[src/rtl/mips_exec_ctrl_pkg.sv]
// mips_exec_ctrl_pkg
//   Shared definitions for the MIPS execution controller: the controller
//   state encoding (also driven out on the mode port) and its width.
//   Ports: none (package).
package mips_exec_ctrl_pkg;

    localparam int MODE_W = 2;

    typedef enum logic [MODE_W-1:0] {
        S_RUN  = 2'd0,
        S_HALT = 2'd1,
        S_STEP = 2'd2
    } exec_state_t;

endpackage

[src/rtl/mips_exec_ctrl_btn_edge_sync.sv]
// btn_edge_sync
//   Brings an asynchronous push-button into the clock domain through a
//   STAGES-deep flop chain and emits a registered one-cycle pulse on each
//   rising edge. The pulse appears STAGES+1 clock edges after the first edge
//   that samples the button high.
//   Ports:
//     clock  in   system clock
//     reset  in   synchronous, active-high; clears the chain (no pulse)
//     btn    in   asynchronous button level
//     pulse  out  one-cycle rising-edge pulse
module btn_edge_sync #(
    parameter int STAGES = 2
) (
    input  logic clock,
    input  logic reset,
    input  logic btn,
    output logic pulse
);

    logic [STAGES-1:0] sync_p0;
    logic              last_p1;

    always_ff @(posedge clock) begin
        if (reset) begin
            sync_p0 <= '0;
            last_p1 <= 1'b0;
            pulse   <= 1'b0;
        end else begin
            // stage 0: metastability chain
            sync_p0 <= {sync_p0[STAGES-2:0], btn};
            // stage 1: edge detect against the previous synchronized level
            last_p1 <= sync_p0[STAGES-1];
            pulse   <= sync_p0[STAGES-1] & ~last_p1;
        end
    end

endmodule

[src/rtl/mips_exec_ctrl.sv]
// mips_exec_ctrl
//   Execution controller for the MIPS core. Produces a synchronous enable
//   (core_en) for PC, register file and memory writes; the clock itself is
//   never gated. Modes: free run, N-instruction step burst, halt. Supports
//   PC breakpoints and an external level halt request.
//   Optional build macro MIPS_EXEC_CTRL_PERF_EN adds cycle_cnt/retired_cnt.
//   Ports:
//     clock, reset          system clock, synchronous active-high reset
//     change, step          async buttons (run/halt toggle, start step burst)
//     step_count            instructions per burst (0 behaves as 1)
//     halt_req              level halt request
//     pc                    current PC
//     bp_we/bp_idx/bp_addr/bp_valid   breakpoint slot write port
//     core_en               enable for this cycle
//     halted, mode          controller state
//     bp_hit, bp_hit_idx    sticky breakpoint-halt flag and slot
//     cycle_cnt, retired_cnt  (PERF build only) cycles / enabled cycles
module mips_exec_ctrl
    import mips_exec_ctrl_pkg::*;
#(
    parameter  int ADDR_W      = 32,
    parameter  int NUM_BP      = 4,
    parameter  int CNT_W       = 8,
    parameter  int SYNC_STAGES = 2,
    localparam int IDX_W       = (NUM_BP > 1) ? $clog2(NUM_BP) : 1
) (
    input  logic              clock,
    input  logic              reset,
    input  logic              change,
    input  logic              step,
    input  logic [CNT_W-1:0]  step_count,
    input  logic              halt_req,
    input  logic [ADDR_W-1:0] pc,
    input  logic              bp_we,
    input  logic [IDX_W-1:0]  bp_idx,
    input  logic [ADDR_W-1:0] bp_addr,
    input  logic              bp_valid,
    output logic              core_en,
    output logic              halted,
    output logic [MODE_W-1:0] mode,
    output logic              bp_hit,
    output logic [IDX_W-1:0]  bp_hit_idx
`ifdef MIPS_EXEC_CTRL_PERF_EN
    ,
    output logic [31:0]       cycle_cnt,
    output logic [31:0]       retired_cnt
`endif
);

    function automatic logic [CNT_W-1:0] burst_len(input logic [CNT_W-1:0] n);
        return (n == '0) ? CNT_W'(1) : n;
    endfunction

    exec_state_t       state, state_nxt;
    logic [CNT_W-1:0]  remaining, remaining_nxt;
    logic              skip_bp, skip_bp_nxt;
    logic              bp_hit_nxt;
    logic [IDX_W-1:0]  bp_hit_idx_nxt;

    logic              change_p, step_p;

    logic [ADDR_W-1:0] bp_addr_q [NUM_BP];
    logic [NUM_BP-1:0] bp_valid_q;
    logic [NUM_BP-1:0] slot_hit;
    logic [IDX_W-1:0]  hit_idx;
    logic              match;
    logic              bp_idx_ok;

    btn_edge_sync #(.STAGES(SYNC_STAGES)) u_change_sync (
        .clock (clock),
        .reset (reset),
        .btn   (change),
        .pulse (change_p)
    );

    btn_edge_sync #(.STAGES(SYNC_STAGES)) u_step_sync (
        .clock (clock),
        .reset (reset),
        .btn   (step),
        .pulse (step_p)
    );

    // Slot indices past NUM_BP exist only when NUM_BP is not a power of two.
    assign bp_idx_ok = ({1'b0, bp_idx} < (IDX_W+1)'(NUM_BP));

    always_ff @(posedge clock) begin
        if (reset) begin
            bp_valid_q <= '0;
        end else if (bp_we && bp_idx_ok) begin
            for (int i = 0; i < NUM_BP; i++) begin
                if (bp_idx == IDX_W'(i)) bp_valid_q[i] <= bp_valid;
            end
        end
    end

    always_ff @(posedge clock) begin
        if (bp_we && bp_idx_ok) begin
            for (int i = 0; i < NUM_BP; i++) begin
                if (bp_idx == IDX_W'(i)) bp_addr_q[i] <= bp_addr;
            end
        end
    end

    for (genvar g = 0; g < NUM_BP; g++) begin : g_slot
        assign slot_hit[g] = bp_valid_q[g] && (bp_addr_q[g] == pc);
    end

    // Lowest-index slot wins.
    always_comb begin
        hit_idx = '0;
        for (int i = NUM_BP - 1; i >= 0; i--) begin
            if (slot_hit[i]) hit_idx = IDX_W'(i);
        end
    end

    // skip_bp lets the instruction at a breakpoint run once after resuming.
    assign match   = (|slot_hit) && !skip_bp;
    assign core_en = !reset && (state == S_RUN || state == S_STEP) && !match && !halt_req;
    assign halted  = (state == S_HALT);
    assign mode    = state;

    always_comb begin
        state_nxt      = state;
        remaining_nxt  = remaining;
        skip_bp_nxt    = core_en ? 1'b0 : skip_bp;
        bp_hit_nxt     = bp_hit;
        bp_hit_idx_nxt = bp_hit_idx;
        unique case (state)
            S_RUN: begin
                if (change_p) begin
                    state_nxt = S_HALT;
                end else if (match || halt_req) begin
                    state_nxt = S_HALT;
                    if (match) begin
                        bp_hit_nxt     = 1'b1;
                        bp_hit_idx_nxt = hit_idx;
                    end
                end
            end
            S_HALT: begin
                if (change_p) begin
                    state_nxt   = S_RUN;
                    skip_bp_nxt = 1'b1;
                    bp_hit_nxt  = 1'b0;
                end else if (step_p) begin
                    state_nxt     = S_STEP;
                    remaining_nxt = burst_len(step_count);
                    skip_bp_nxt   = 1'b1;
                    bp_hit_nxt    = 1'b0;
                end
            end
            S_STEP: begin
                if (change_p) begin
                    state_nxt     = S_HALT;
                    remaining_nxt = '0;
                end else if (match || halt_req) begin
                    state_nxt     = S_HALT;
                    remaining_nxt = '0;
                    if (match) begin
                        bp_hit_nxt     = 1'b1;
                        bp_hit_idx_nxt = hit_idx;
                    end
                end else if (core_en) begin
                    remaining_nxt = remaining - CNT_W'(1);
                    if (remaining == CNT_W'(1)) state_nxt = S_HALT;
                end
            end
            default: begin
                state_nxt = S_RUN;
            end
        endcase
    end

    always_ff @(posedge clock) begin
        if (reset) begin
            state      <= S_RUN;
            remaining  <= '0;
            skip_bp    <= 1'b0;
            bp_hit     <= 1'b0;
            bp_hit_idx <= '0;
        end else begin
            state      <= state_nxt;
            remaining  <= remaining_nxt;
            skip_bp    <= skip_bp_nxt;
            bp_hit     <= bp_hit_nxt;
            bp_hit_idx <= bp_hit_idx_nxt;
        end
    end

`ifdef MIPS_EXEC_CTRL_PERF_EN
    always_ff @(posedge clock) begin
        if (reset) begin
            cycle_cnt   <= '0;
            retired_cnt <= '0;
        end else begin
            cycle_cnt <= cycle_cnt + 32'd1;
            if (core_en) retired_cnt <= retired_cnt + 32'd1;
        end
    end
`endif

endmodule

[config.mk]
export PLATFORM = sky130hd
export DESIGN_NAME = mips_exec_ctrl
export DESIGN_NICKNAME = d
export VERILOG_FILES = /design/src/rtl/mips_exec_ctrl_pkg.sv /design/src/rtl/mips_exec_ctrl_btn_edge_sync.sv /design/src/rtl/mips_exec_ctrl.sv
export SDC_FILE = /design/constraint.sdc
export NUM_CORES = 1
export LEC_CHECK = 0
export CORE_UTILIZATION = 62
export CTS_BUF_LIST = sky130_fd_sc_hd__clkbuf_8
export DETAILED_ROUTE_END_ITERATION = 10
export HOLD_SLACK_MARGIN = 0.12
export PLACE_DENSITY = 0.95
export SYNTH_ARGS = -nofsm -noshare
export SYNTH_HDL_FRONTEND = slang
export SYNTH_SLANG_ARGS = --single-unit
[constraint.sdc]
create_clock -name clock -period 5.71 [get_ports clock]
set_clock_uncertainty 0.15 [all_clocks]
set_input_delay 1.142 -clock clock [delete_from_list [all_inputs] [get_ports clock]]
set_output_delay 1.142 -clock clock [all_outputs]
set_load 0.01 [all_outputs]
# Yosys cells after proc, flatten, opt, wreduce, memory -nomap -nowiden
# Memory sizes are Yosys's and may differ from the RTL's.
# Index checks and enable logic that the tools add are counted.
[word_totals] memories=1 latch_bits=0 ff_bits=26 ram_bits=128 mem_bits_ro=0 input_bits=81 output_inout_bits=7
[classes] magnitude_cmp=0 eq_ne=19 mux=51 div_mod_pow=0 n_reduce_logical=32 addsub=1 shifts=0 bitwise_logic=5 multipliers=0
[mem_list] memory="bp_addr_q" depth=4 width=32 read_ports=4 rd_clocked_by_memory_dff=0 wr=1 line_no="mips_exec_ctrl.sv:62" text="logic [ADDR_W-1:0] bp_addr_q [NUM_BP];"
[ops] operator="32-bit equality test" count=4
[ops] operator="32-bit two-way mux" count=3
[ops] operator="32-bit OR reduction" count=3
[ops] operator="8-bit two-way mux" count=6
[ops] operator="2-bit two-way mux" count=15
[ops] operator="1-bit two-way mux" count=24
[ops] operator="8-bit case mux with 2 select lines" count=1
[ops] operator="4-bit AND reduction" count=3
[ops] operator="8-bit by 1-bit equality test with 1-bit output, second input constant" count=1
[ops] operator="1-bit logical AND" count=8
[ops] operator="8-bit zero test" count=1
[ops] operator="2-bit AND reduction" count=4
[ops] operator="8-bit by 1-bit subtractor with 8-bit output, second input constant" count=1
[ops] operator="2-bit equality test, second input constant" count=3
[ops] operator="2-bit by 1-bit != test with 1-bit output, second input constant" count=3
[ops] operator="3-bit by 1-bit != test with 1-bit output, second input constant" count=2
[ops] operator="2-bit case mux with 3 select lines" count=1
[ops] operator="5-bit AND reduction" count=1
[ops] operator="2-bit by 1-bit equality test with 1-bit output, second input constant" count=2
[ops] operator="1-bit zero test" count=4
[ops] operator="2-bit zero test" count=2
[ops] operator="2-bit != test, second input constant" count=2
[ops] operator="4-bit by 1-bit != test with 1-bit output, second input constant" count=1
[ops] operator="4-bit by 2-bit != test with 1-bit output, second input constant" count=1
[ops] operator="other kinds (7)" count=12

# Depth between registers and ports, before layout
# An unclocked memory read counts as a cell.
[depth] ltp_word=12 ltp_mapped=9 ltp_nobuf=9

# Hierarchy
# Synthesis repeated with hierarchy kept, for this count alone.
[hier_totals] cells_unflattened=510 hier_area_um2=6931.6
[by_module_without_submodules] mod="mips_exec_ctrl" seq_area_each_um2=4204.0 instances=1 cells_each=494 area_each_um2=6708.9
[by_module_without_submodules] mod="btn_edge_sync" seq_area_each_um2=80.1 instances=2 cells_each=8 area_each_um2=111.4

# Worst setup path after synthesis
# OpenSTA, ideal clock, no wires.
[synth_timing] kind="input-to-reg" startpoint="input port bp_idx[1]" endpoint="register bp_valid_q[0]" n_path_buf=0 arrival_ns=4.039 cell_stages=3 path_slack_ns=1.404 cell_sequence="nor3b_1 > mux2i_1 > nor2_1"
[synth_via] elab_chain_cells=2
[synth_lines] item="start, declared" line_no="mips_exec_ctrl.sv:35" text="input logic [IDX_W-1:0] bp_idx,"
[synth_lines] item="2-bit zero test" line_no="mips_exec_ctrl.sv:91" text="if (bp_idx == IDX_W'(i)) bp_valid_q[i] <= bp_valid;"
[synth_lines] item="2-bit AND reduction (no source line)"
[synth_lines] item="end signal, assigned by index" line_no="mips_exec_ctrl.sv:91"
[synth_lines] item="end, declared" line_no="mips_exec_ctrl.sv:63" text="logic [NUM_BP-1:0] bp_valid_q;"
# Every way passes these cells.
# A chain may end at the register's enable or synchronous reset.

# Worst setup path after layout
[layout_timing] startpoint="input port pc[23]" endpoint="output port core_en"
[layout_via] elab_chain_cells=7 elab_cells_between_ends=13
[layout_lines] item="start, declared" line_no="mips_exec_ctrl.sv:33" text="input logic [ADDR_W-1:0] pc,"
[layout_lines] item="32-bit equality test" line_no="mips_exec_ctrl.sv:105" text="assign slot_hit[g] = bp_valid_q[g] && (bp_addr_q[g] == pc);"
[layout_lines] item="1-bit logical AND" line_no="mips_exec_ctrl.sv:105"
[layout_lines] item="4-bit OR reduction *" line_no="mips_exec_ctrl.sv:117" text="assign match = (|slot_hit) && !skip_bp;"
[layout_lines] item="1-bit logical AND *" line_no="mips_exec_ctrl.sv:117"
[layout_lines] item="1-bit zero test *" line_no="mips_exec_ctrl.sv:118" text="assign core_en = !reset && (state == S_RUN || state == S_STEP) && !match && !halt_req;"
[layout_lines] item="1-bit logical AND * (2 in series)" line_no="mips_exec_ctrl.sv:118"
[layout_lines] item="end, declared" line_no="mips_exec_ctrl.sv:38" text="output logic core_en,"
# Every way passes the cells marked *; elsewhere a longest branch is shown, timed or not.

==> results.md <==
* Routed Antenna Nets at 0
* Syn Std Cell Area at 7101 um2
* DRT Wirelength at 18.65 mm
* Syn nets at about 630
* Net Sw Frac at between 20% and 30%
* Most frequent cells in the layout: edfxtp_1 (128), xor2_1 (90), clkdlybuf4s50_1 (87)
* WL/cell at around 24 um
* Drt first pass iters at 6
* Asr flop ratio synth at 0%
* CTS sink count at around 150
* Internal power at 1.885 mW
* CTS tree: yes
* Hold buffer count at CTS at 0
* Dominant cells by area after synthesis: edfxtp_1 (54%), xor2_1 (11%), dfxtp_1 (7.3%)
* First-pass GRT wire length at 27.62 mm
* Reg2reg start: bp_addr_q[2][3]
* Post-route DRC at 0
* GRT Util Overall at between 30% and 40%
* Hold Vio Cnt, Final at 0
* Placed cell count at 758
* Vias per cell at 6.154
* Slew headroom at between 60% and 70%
* Yosys cell types at 51
* Clock power share at between 30 and 40%
* Crit path DAT at 4.09 ns
* Hold Crit Depth at 1
* Bufs on Longest Clock Path at 2
* Antenna cells at 0
* Worst-margin pin slew at 0.5796 ns
* Final number of setup-violating endpoints at 0
* Die width at roughly 110 um
* Crit path max fanout at 7
* Fillers at 661
* Hpwl dp at 13.81 mm
* Ys flop type: edfxtp_1
* CORE AREA at around 11000 um2
* Combinational fraction of design power at 16.0%
* Post-Layout Cell Count at ~800
* Crit start category: input port
* Max VDD drop at 254.3 uV
* Hold Path Class: register to register
* Clk Latency, worst-skew pair at 0.46 ns
* Layout area overhead at 19.98%
* Root buffer cell: clkbuf_8
* Unrepaired setup endpoints after global routing: no
* Initial antenna violation count at 0
* Yosys warning total at 0
* Tmin final at around 5.4 ns
* Max-slew violations at 0
* Nets at 724
* Setup crit end: core_en
* CTS Buf Count at 17
* Syn avg cell area at 13.20 um2
* Worst Setup SP: pc[23]
* Initial DRC count at roughly 480
* # rows at 38
* Number of flops mapped to enable cells by yosys at 128
* CP Class: input port to primary output
* Reg2reg path depth at 7
* Die Y at 109.0 um
* Vias in the first global route at 4726
* Pwr dens at 302.6 nW/um2
* Setup bufs post-CTS at 0
* Vias at 4862
* Worst-path clk slew at 0.08 ns
* Die area at 11880 um2
* Mapped Cells at 538
* Most common cell after layout, fill and taps aside: edfxtp_1
* Post-synthesis sequential element count at between 150 and 200
* Outcome: completed
* Final Hold Slack at 0.2399 ns
* Ports at 88
* Pin count of the biggest net entering global routing at 34
* Achievable frequency at 185.8 MHz
* GRT overflow at 0
* R2r setup slk at 2.81 ns
* Tcrit/Tclk final at between 90 and 100%
* Register share of total power at 51.2%
* Leak at 2.824 nW
* Initial Util at 64.65%
* PortBufs at 87
* CTS H-tree lvls at 4
* Post-cts gate resize count at 0
* Yosys top cell area share at 54.13%
* Net Sw Power at slightly below 0.7 mW
* Most area-hungry cell type in the Yosys netlist: edfxtp_1
* Worst Path Required at approximately 4.4 ns
* Final Wtd Congestion at between 0.9 and 1
* Utilization after layout at 77.57%
* Layout cells sized above 1 at 7.846%
* MaxCap Viol Count at 0
* Worst R2R End: remaining[0]
* Sequential cell area fraction in the yosys report at 61.46%
* TNS Setup at 0 ns
* Crit end category: primary output
-- power groups by stage --
| stage | Clock, mW | Combinational (mW) | Sequential, mW |
|---|---|---|---|
| after floorplan | 0 | 0.226 | 1.34 |
| after global routing | 0.892 | 0.439 | 1.33 |
| after CTS | 0.848 | 0.404 | 1.32 |
| final | 0.847 | 0.412 | 1.32 |
| after global placement | 0 | 0.391 | 1.34 |
| after detailed placement | 0 | 0.400 | 1.34 |
-- sequential cells by signal, indices dropped and copies added, names as in the netlist --
signal,count
u_step_sync.last_p1,1
u_change_sync.pulse,1
bp_hit,1
bp_hit_idx,2
bp_valid_q,4
u_step_sync.sync_p0,2
bp_addr_q,128
skip_bp,1
u_change_sync.last_p1,1
u_step_sync.pulse,1
remaining,8
u_change_sync.sync_p0,2
mode,2
-- per-layer routing --
layer / vias up / part of all wire (%) / GRT usage, %
met1: 2356 / 40 / 44.08
met2: 252 / 49 / 54.13
met4: 0 / 2.9 / 13.80
li1: 2220 / - / -
met3: 34 / 8.3 / 6.814
met5: - / 0 / 0
-- cells in the mapped netlist, types with 2 or more instances --
library cell	count
or4b_2	2
o21ai_0	7
buf_6	3
nand3_1	6
or3_1	3
xnor2_1	38
a31oi_1	6
nor3_1	11
dfxtp_1	26
mux2i_1	3
or4_4	2
nand4b_1	12
inv_1	14
o32ai_1	3
nor2b_1	11
xor2_1	90
a32oi_1	2
nand2_1	18
nor2_1	22
or4_2	2
a21oi_1	12
nand3b_1	5
or2_2	3
nand4_1	13
clkbuf_1	7
ha_1	6
nor3b_1	4
nand2b_1	9
clkbuf_8	2
nor4_1	45
o22ai_1	3
a211oi_1	2
edfxtp_1	128
-- how the worst min path moves through the flow --
| stage | startpoint | to | slack (ns) |
|---|---|---|---|
| final | u_change_sync.last_p1 | u_change_sync.pulse | 0.24 |
| after floorplan | u_change_sync.last_p1 | u_change_sync.pulse | 0.22 |
| after CTS | u_change_sync.last_p1 | u_change_sync.pulse | 0.25 |
| after detailed placement | u_change_sync.last_p1 | u_change_sync.pulse | 0.23 |
| after global routing | u_step_sync.last_p1 | u_step_sync.pulse | 0.27 |
| after global placement | u_step_sync.last_p1 | u_step_sync.pulse | 0.23 |
-- per-stage QoR --
step | instance area (um2) | total power [mW] | setup slack, ns
final | 8519 | 2.578 | 0.3278
after global routing | 8519 | 2.656 | 0.2387
after CTS | 8519 | 2.570 | 0.4050
after detailed placement | 8109 | 1.743 | 0.4136
after global placement | 8109 | 1.731 | 0.3782
after floorplan | 7101 | 1.562 | 1.404
-- cell families (layout without fill, tap and decap cells) --
kind of cell,count (synthesis),after routing,synth area share [%]
XOR/XNOR,128,128,15.79
AO/OA/AOI/OAI,46,46,4.547
adder cells (fa/ha/maj),6,6,1.057
flip-flops,154,154,61.46
buffers and inverters,27,139,2.044
AND/OR/NAND/NOR,174,174,14.68
multiplexers,3,3,0.4229
-- layout make-up --
type                    count  area, um2  share of cell area [%]
flip-flops and latches    154       4364                   51.23
multi-input cells         357       2601                   30.53
repair buffers             93      915.9                   10.75
clock buffers              17      234.0                   2.746
clock inverters            15      176.4                   2.071
well taps                 140      175.2                   2.056
inverters                  14      52.55                  0.6168
-- worst max-delay path, stage by stage --
cell	delay (ns)
clkdlybuf4s50_1	0.71
xor2_1	0.43
nor4_1	0.10
nand4b_1	0.18
nor4_1	0.08
nor4_1	0.51
nor2_1	0.09
nor4_1	0.24
clkdlybuf4s50_1	0.60
No activity file was read; power rests on OpenSTA's default activity.
